[config.mk]
export PLATFORM = sky130hd
export DESIGN_NAME = turbosound_n_flat
export DESIGN_NICKNAME = d
export VERILOG_FILES = /design/src/rtl/turbosound_n_if.sv /design/src/rtl/turbosound_n.sv /design/src/flat_wrapper.sv
export SDC_FILE = /design/constraint.sdc
export NUM_CORES = 1
export LEC_CHECK = 0
export CAP_MARGIN = 15
export CORE_MARGIN = 2
export CORE_UTILIZATION = 51
export CTS_BUF_LIST = sky130_fd_sc_hd__clkbuf_16
export DETAILED_ROUTE_END_ITERATION = 7
export GPL_TIMING_DRIVEN = 0
export PLACE_DENSITY_LB_ADDON = 0.3
export SYNTH_ARGS = -nofsm -noshare
export SYNTH_HDL_FRONTEND = slang
export SYNTH_SLANG_ARGS = --single-unit
[constraint.sdc]
create_clock -name clk -period 6.5 [get_ports clk]
set_clock_uncertainty 0.15 [all_clocks]
set_input_delay 1.625 -clock clk [delete_from_list [all_inputs] [get_ports clk]]
set_output_delay 1.625 -clock clk [all_outputs]
set_load 0.05 [all_outputs]
[src/rtl/turbosound_n_if.sv]
// rtl/turbosound_n_if.sv - PSG bus, chip read-back and audio bundle for turbosound_n
interface turbosound_n_if #(
  parameter int NCHIPS = 2
) ();
  logic                  bdir;
  logic                  bc1;
  logic [7:0]            din;
  logic [8*NCHIPS-1:0]   dout_chips;
  logic [NCHIPS-1:0]     oe_n_chips;
  logic [8*NCHIPS-1:0]   audio_chips;
  logic [NCHIPS-1:0]     chip_sel;
  logic [7:0]            dout;
  logic                  oe_n;
  logic [9:0]            audio_l;
  logic [9:0]            audio_r;
  logic                  sample_stb;

  modport master (
    output bdir, bc1, din, dout_chips, oe_n_chips, audio_chips,
    input  chip_sel, dout, oe_n, audio_l, audio_r, sample_stb
  );

  modport slave (
    input  bdir, bc1, din, dout_chips, oe_n_chips, audio_chips,
    output chip_sel, dout, oe_n, audio_l, audio_r, sample_stb
  );
endinterface

[src/rtl/turbosound_n.sv]
// rtl/turbosound_n.sv - multi-PSG select/read-back arbiter with panned stereo mixer
module turbosound_n #(
  parameter int NCHIPS = 2
) (
  input  logic           clk,
  input  logic           reset_n,
  turbosound_n_if.slave  bus
);

  localparam logic [1:0] LAST_IDX = 2'(NCHIPS - 1);

  typedef enum logic {ST_ACC, ST_OUT} state_t;

  logic [1:0]        sel_q, sel_d;
  logic [NCHIPS-1:0] chip_sel_q, chip_sel_d;
  logic [NCHIPS-1:0] len_q, len_d;
  logic [NCHIPS-1:0] ren_q, ren_d;

  state_t            state_q, state_d;
  logic [1:0]        idx_q, idx_d;
  logic [9:0]        acc_l_q, acc_l_d;
  logic [9:0]        acc_r_q, acc_r_d;
  logic [9:0]        audio_l_q, audio_l_d;
  logic [9:0]        audio_r_q, audio_r_d;
  logic              stb_q, stb_d;

  logic              sel_cmd;
  logic [1:0]        tgt;
  logic              tgt_ok;
  logic [7:0]        dout_mux;
  logic              oe_n_mux;
  logic [7:0]        cur_audio;
  logic              cur_len;
  logic              cur_ren;

  // Select byte: 1 L R 1 1 1 S1 S0, chip index counts down from 3 so 0xFF/0xFE keep the two-chip mapping
  assign sel_cmd = bus.bdir & bus.bc1 & bus.din[7] & (bus.din[4:2] == 3'b111);
  assign tgt     = ~bus.din[1:0];
  assign tgt_ok  = (int'(tgt) < NCHIPS);

  // Next select/enable state; commands aimed at absent chips leave everything untouched
  always_comb begin
    sel_d      = sel_q;
    chip_sel_d = chip_sel_q;
    len_d      = len_q;
    ren_d      = ren_q;
    if (sel_cmd && tgt_ok) begin
      sel_d      = tgt;
      chip_sel_d = '0;
      for (int k = 0; k < NCHIPS; k++) begin
        if (tgt == 2'(k)) begin
          chip_sel_d[k] = 1'b1;
          len_d[k]      = bus.din[6];
          ren_d[k]      = bus.din[5];
        end
      end
    end
  end

  // Select and per-chip enable registers
  always_ff @(posedge clk) begin
    if (!reset_n) begin
      sel_q      <= 2'd0;
      chip_sel_q <= NCHIPS'(1);
      len_q      <= '1;
      ren_q      <= '1;
    end else begin
      sel_q      <= sel_d;
      chip_sel_q <= chip_sel_d;
      len_q      <= len_d;
      ren_q      <= ren_d;
    end
  end

  // Read-back mux follows the registered selection
  always_comb begin
    dout_mux = bus.dout_chips[7:0];
    oe_n_mux = bus.oe_n_chips[0];
    for (int k = 0; k < NCHIPS; k++) begin
      if (sel_q == 2'(k)) begin
        dout_mux = bus.dout_chips[8*k +: 8];
        oe_n_mux = bus.oe_n_chips[k];
      end
    end
  end

  // Audio sample and enables of the chip the mixer visits this cycle (pre-write enable values)
  always_comb begin
    cur_audio = bus.audio_chips[7:0];
    cur_len   = len_q[0];
    cur_ren   = ren_q[0];
    for (int k = 0; k < NCHIPS; k++) begin
      if (idx_q == 2'(k)) begin
        cur_audio = bus.audio_chips[8*k +: 8];
        cur_len   = len_q[k];
        cur_ren   = ren_q[k];
      end
    end
  end

  // Mixer next state: one chip summed per ACC cycle, then one OUT cycle publishes the frame
  always_comb begin
    state_d   = state_q;
    idx_d     = idx_q;
    acc_l_d   = acc_l_q;
    acc_r_d   = acc_r_q;
    audio_l_d = audio_l_q;
    audio_r_d = audio_r_q;
    stb_d     = 1'b0;
    case (state_q)
      ST_ACC: begin
        acc_l_d = acc_l_q + (cur_len ? {2'b00, cur_audio} : 10'd0);
        acc_r_d = acc_r_q + (cur_ren ? {2'b00, cur_audio} : 10'd0);
        if (idx_q == LAST_IDX) begin
          state_d = ST_OUT;
        end else begin
          idx_d = idx_q + 2'd1;
        end
      end
      ST_OUT: begin
        audio_l_d = acc_l_q;
        audio_r_d = acc_r_q;
        stb_d     = 1'b1;
        acc_l_d   = 10'd0;
        acc_r_d   = 10'd0;
        idx_d     = 2'd0;
        state_d   = ST_ACC;
      end
    endcase
  end

  // Mixer state, accumulators and registered outputs
  always_ff @(posedge clk) begin
    if (!reset_n) begin
      state_q   <= ST_ACC;
      idx_q     <= 2'd0;
      acc_l_q   <= 10'd0;
      acc_r_q   <= 10'd0;
      audio_l_q <= 10'd0;
      audio_r_q <= 10'd0;
      stb_q     <= 1'b0;
    end else begin
      state_q   <= state_d;
      idx_q     <= idx_d;
      acc_l_q   <= acc_l_d;
      acc_r_q   <= acc_r_d;
      audio_l_q <= audio_l_d;
      audio_r_q <= audio_r_d;
      stb_q     <= stb_d;
    end
  end

  assign bus.chip_sel   = chip_sel_q;
  assign bus.dout       = dout_mux;
  assign bus.oe_n       = oe_n_mux;
  assign bus.audio_l    = audio_l_q;
  assign bus.audio_r    = audio_r_q;
  assign bus.sample_stb = stb_q;

endmodule

[src/flat_wrapper.sv]
// flat-port wrapper written by rule: the top's interface ports become plain ports
module turbosound_n_flat 
#(
  parameter int NCHIPS = 2
)
  (clk, reset_n, bus_bdir, bus_bc1, bus_din, bus_dout_chips, bus_oe_n_chips, bus_audio_chips, bus_chip_sel, bus_dout, bus_oe_n, bus_audio_l, bus_audio_r, bus_sample_stb);
  turbosound_n_if #(.NCHIPS(NCHIPS)) bus_i ();
  input  logic clk;
  input  logic reset_n;
  input wire logic [$bits(bus_i.bdir)-1:0] bus_bdir;
  input wire logic [$bits(bus_i.bc1)-1:0] bus_bc1;
  input wire logic [$bits(bus_i.din)-1:0] bus_din;
  input wire logic [$bits(bus_i.dout_chips)-1:0] bus_dout_chips;
  input wire logic [$bits(bus_i.oe_n_chips)-1:0] bus_oe_n_chips;
  input wire logic [$bits(bus_i.audio_chips)-1:0] bus_audio_chips;
  output wire logic [$bits(bus_i.chip_sel)-1:0] bus_chip_sel;
  output wire logic [$bits(bus_i.dout)-1:0] bus_dout;
  output wire logic [$bits(bus_i.oe_n)-1:0] bus_oe_n;
  output wire logic [$bits(bus_i.audio_l)-1:0] bus_audio_l;
  output wire logic [$bits(bus_i.audio_r)-1:0] bus_audio_r;
  output wire logic [$bits(bus_i.sample_stb)-1:0] bus_sample_stb;
  assign bus_i.bdir = bus_bdir;
  assign bus_i.bc1 = bus_bc1;
  assign bus_i.din = bus_din;
  assign bus_i.dout_chips = bus_dout_chips;
  assign bus_i.oe_n_chips = bus_oe_n_chips;
  assign bus_i.audio_chips = bus_audio_chips;
  assign bus_chip_sel = bus_i.chip_sel;
  assign bus_dout = bus_i.dout;
  assign bus_oe_n = bus_i.oe_n;
  assign bus_audio_l = bus_i.audio_l;
  assign bus_audio_r = bus_i.audio_r;
  assign bus_sample_stb = bus_i.sample_stb;
  turbosound_n #(.NCHIPS(NCHIPS)) u_core (.clk(clk), .reset_n(reset_n), .bus(bus_i));
endmodule
Yosys cells after proc, flatten, opt, wreduce, memory -nomap -nowiden
Cells that the tools add are included.
{"block": "totals", "regBits": 52, "latch_bits": 0, "ramBits": 0, "mem_bits_ro": 0, "out_inout_bits": 32, "wordCells": 47, "mem_count": 0}
{"block": "op_classes", "n_addsub": 3, "multipliers": 0, "div": 0, "magnitude_cmp": 1, "n_eq_ne": 5, "shifts": 0, "n_mux": 16, "n_bitwise": 5, "n_reduce_logical": 4}
{"operator": "10-bit case mux with 2 select lines", "count": 2}
{"operator": "8-bit 2-to-1 mux", "count": 4}
{"operator": "10-bit adder", "count": 2}
{"operator": "1-bit 2-to-1 mux", "count": 7}
{"operator": "2-bit by 1-bit equality test with 1-bit output, second input constant", "count": 3}
{"operator": "2-bit case mux with 2 select lines", "count": 1}
{"operator": "2-bit AND reduction", "count": 2}
{"operator": "1-bit AND", "count": 3}
{"operator": "3-bit equality test, second input constant", "count": 1}
{"operator": "2-bit by 1-bit adder with 2-bit output, second input constant", "count": 1}
{"operator": "2-bit zero test", "count": 1}
{"operator": "2-bit less-than comparator, second input constant", "count": 1}
{"operator": "2-bit 2-to-1 mux", "count": 1}
{"operator": "2-bit inequality test, second input constant", "count": 1}
{"operator": "2-bit NOT", "count": 1}
{"operator": "1-bit case mux with 2 select lines", "count": 1}
{"operator": "1-bit logical AND", "count": 1}
{"operator": "1-bit NOT", "count": 1}

Longest topological paths before layout
{"block": "logic_depth", "ltp_word": 5, "depth_mapped": 14}

Least setup slack after synthesis
OpenSTA, ideal clock, no wires.
{"block": "synth_path", "kind": "input to output", "from": "input port bus_dout_chips[8]", "to": "output port bus_dout[0]", "arrival_ns": 2.000, "t_required_ns": 4.725, "slack_ns": 2.725, "cell_stages": 1, "path_buffers": 0, "cell_sequence": "mux2_2"}
{"block": "synth_between", "elab_chain_len": 1}
{"element": "start: declaration", "line": "flat_wrapper.sv:13", "source": "input wire logic [$bits(bus_i.dout_chips)-1:0] bus_dout_chips;"}
{"element": "8-bit 2-to-1 mux", "line": "turbosound_n.sv:80", "source": "if (sel_q == 2'(k)) begin"}
{"element": "end: declaration", "line": "flat_wrapper.sv:17", "source": "output wire logic [$bits(bus_i.dout)-1:0] bus_dout;"}
No other way between the ends.

Worst setup path in the final report
{"block": "layout_path", "from": "input port bus_dout_chips[9]", "to": "output port bus_dout[1]"}
The elaborated chain is that of the path after synthesis.

==> flow_summary.json <==
{
  "max_slew_margin": 0.645,
  "syn_inst": 285,
  "cts_sinks": 52,
  "rr_worst_depth": 13,
  "swShare": 0.393,
  "synth_ff_type": "dfxtp_1",
  "cpMostUsedCell": "clkdlybuf4s50_1",
  "period_minus_slack_ns": 4.85,
  "postPlaceCellArea_sq_mm": 0.00359,
  "power_mw": 1.41,
  "crit_family": "buffers and inverters",
  "antenna_found_initial": 0,
  "cts_root_buffer": "clkbuf_16",
  "synth-seq-cells": 52,
  "grt_overflow_total": 0,
  "drive_gt1_frac": 0.0730,
  "max_freq_mhz": 206,
  "nets": 434,
  "finalInstanceArea_sq_mm": 0.00373,
  "cts.clk_slew.worst_paths_ns": 0.06,
  "path_class": "input port to output pin",
  "syn_avg_cell_area_sq_um": 9.58,
  "path_cells": "clkdlybuf4s50_1 -> mux2_2 -> clkdlybuf4s50_1",
  "synthesis.area_sq_mm": 0.00273,
  "yosysMostFrequentCell": "dfxtp_1",
  "finalCritPeriodShare": 0.746,
  "cts_buffers": 5,
  "peakVddDrop_mv": 0.180,
  "grt_max_degree": 16,
  "synth_warnings": 0,
  "power.density_mw_per_mm2": 379,
  "end_kind": "output pin",
  "cts_tree": "built",
  "vias": 2381,
  "reg2reg_from": "u_core.idx_q[0]",
  "die_w_um": 77.2,
  "grt_setup_unrepaired": "false",
  "rows": 26,
  "start_util": 0.531,
  "ant_nets": 0,
  "synth_top_cells_by_count": "dfxtp_1, nor2b_1, mux2i_1",
  "maxSlewViolCount": 0,
  "ctsHoldBuffers": 0,
  "first_iter_violations": 135,
  "ios": 78,
  "finalSetupViolations": 0,
  "reg2reg_to": "u_core.acc_r_q[8]",
  "cp_slowest_cell": "clkdlybuf4s50_1",
  "ff2ff_setup_slack_ns": 3.35,
  "grt_pass1_wl_um": 10800,
  "worst_ep_required_time_ns": 4.72,
  "hold_end": "u_core.sel_q[1]",
  "path_max_fanout": 1,
  "hold_ws_ns": 0.337,
  "setup_ws_ns": 1.65,
  "synth-seq-area-share": 0.381,
  "synth_top_cell_by_area": "dfxtp_1",
  "core_area_sq_mm": 0.00514,
  "worst_ep_arrival_time_ns": 3.07,
  "routed_wl_um": 6400,
  "cpPeakStageDelay_ns": 0.80,
  "portBuffers": 77,
  "comb_power_share": 0.517,
  "internal_power_uw": 858,
  "layout-area-overhead-vs-synth_pct": 36.6,
  "postSynth.asyncResetShare": 0,
  "die_h_um": 77.2,
  "first_global_vias": 2403,
  "hold_viol": 0,
  "synth_top_area_frac": 0.381,
  "hpwl_um": 4970,
  "outcome": "finished, final reports clean",
  "synth_edf_count": 0,
  "ys_types": 46,
  "die-area_sq_mm": 0.00595,
  "tns_ns": 0,
  "critPathBufInv": 2,
  "tightestPinTransition_ns": 0.532,
  "drt_pre_antenna_iters": 4,
  "clkPwrFrac": 0.178,
  "min_from": "u_core.sel_q[1]",
  "synth_fp_nets": 350,
  "drc_errors": 0,
  "grtUsageTotal": 0.228,
  "wl_per_cell_um": 14.5,
  "power.leakage_nw": 1.49,
  "pre_cts_ws_ns": 1.65,
  "cts.path.max_buffers": 2,
  "start_kind": "input port",
  "htreeDepth": 2,
  "seq_power_share": 0.304,
  "n_antenna_cell": 0,
  "netlist_top_cells_area": "dfxtp_1, ha_1, mux2i_1",
  "gp_congestion": 0.832,
  "cts_setup_buffers": 0,
  "hold_path.class": "register to register",
  "viasPerCell": 5.41,
  "drv_cap": 0,
  "ctsResizeCount": 0,
  "min_path_cells": 1,
  "clock_latency_ns": 0.29,
  "switchingPower_uw": 556
}
## power groups by stage
stage | sequential, mW | combinational, mW | clock, mW
global placement | 0.433 | 0.694 | 0
CTS | 0.430 | 0.730 | 0.257
detailed placement | 0.436 | 0.724 | 0
floorplan | 0.467 | 0.516 | 0
global route | 0.437 | 0.810 | 0.276
finish | 0.430 | 0.731 | 0.252
## worst max-delay path by stage
| stage | slack, ns | startpoint | cells after the start | endpoint |
|---|---|---|---|---|
| final | 1.65 | bus_dout_chips[9] | 3 | bus_dout[1] |
| after global routing | 1.61 | bus_dout_chips[9] | 3 | bus_dout[1] |
| after CTS | 1.65 | bus_dout_chips[9] | 3 | bus_dout[1] |
| after detailed placement | 1.65 | bus_dout_chips[9] | 3 | bus_dout[1] |
| after global placement | 1.66 | bus_dout_chips[9] | 3 | bus_dout[1] |
| after floorplan | 2.73 | bus_dout_chips[8] | 1 | bus_dout[0] |
## per-stage QoR
stage | util | instances
global placement | 0.698 | 432
detailed placement | 0.698 | 432
global route | 0.725 | 440
floorplan | - | 285
finish | 0.725 | 440
CTS | 0.725 | 440
## area by class of cell
cell class	instances	area [sq um]
multi-input combinational	211	1600
clock buffer	5	125
fill	420	1410
buffer	14	57.6
inverter	8	30.0
clock inverter	3	15.0
sequential	52	1040
tap	70	87.6
timing repair buffer	77	771
## kinds of logic after synthesis
kind of cell             Yosys count  synth area share
adder cells (fa/ha/maj)           19            0.0926
multiplexers                      29             0.110
AO/OA/AOI/OAI                     61             0.170
flip-flops                        52             0.381
XOR/XNOR                           7            0.0225
AND/OR/NAND/NOR                   95             0.191
buffers and inverters             22            0.0321
## layer usage
layer	part of all wire	up-vias	GRT usage
met1	0.44	1079	0.280
met5	0	-	0
met3	0.090	10	0.0765
li1	-	1190	-
met2	0.45	102	0.374
met4	0.018	0	0.0804
## layout by cell type (no fill, tap or decap), types with 2 or more instances in the layout
cell,instances
a211oi_1,3
clkbuf_16,5
and3_1,3
o31a_1,2
and4_1,2
a21o_2,2
o21ai_1,3
a21o_1,2
nor2b_1,27
nand3_1,9
fa_1,2
o21ai_0,9
clkdlybuf4s50_1,77
nand2_1,12
xor2_1,4
o21a_1,8
nor3_1,9
a21oi_1,7
nand2b_1,2
nor2_1,17
ha_1,17
mux2i_1,20
buf_2,4
a22oi_1,2
clkbuf_1,9
mux2_2,9
a22o_1,12
and2_1,7
o211a_1,2
inv_1,9
xnor2_1,3
or3_1,2
dfxtp_1,52
## sequential cells by signal, indices dropped and copies added (netlist names), 10 cells and up
name / count
u_core.acc_r_q: 10
u_core.bus.audio_l: 10
u_core.bus.audio_r: 10
u_core.acc_l_q: 10
Power figures use the tool's default switching activity.
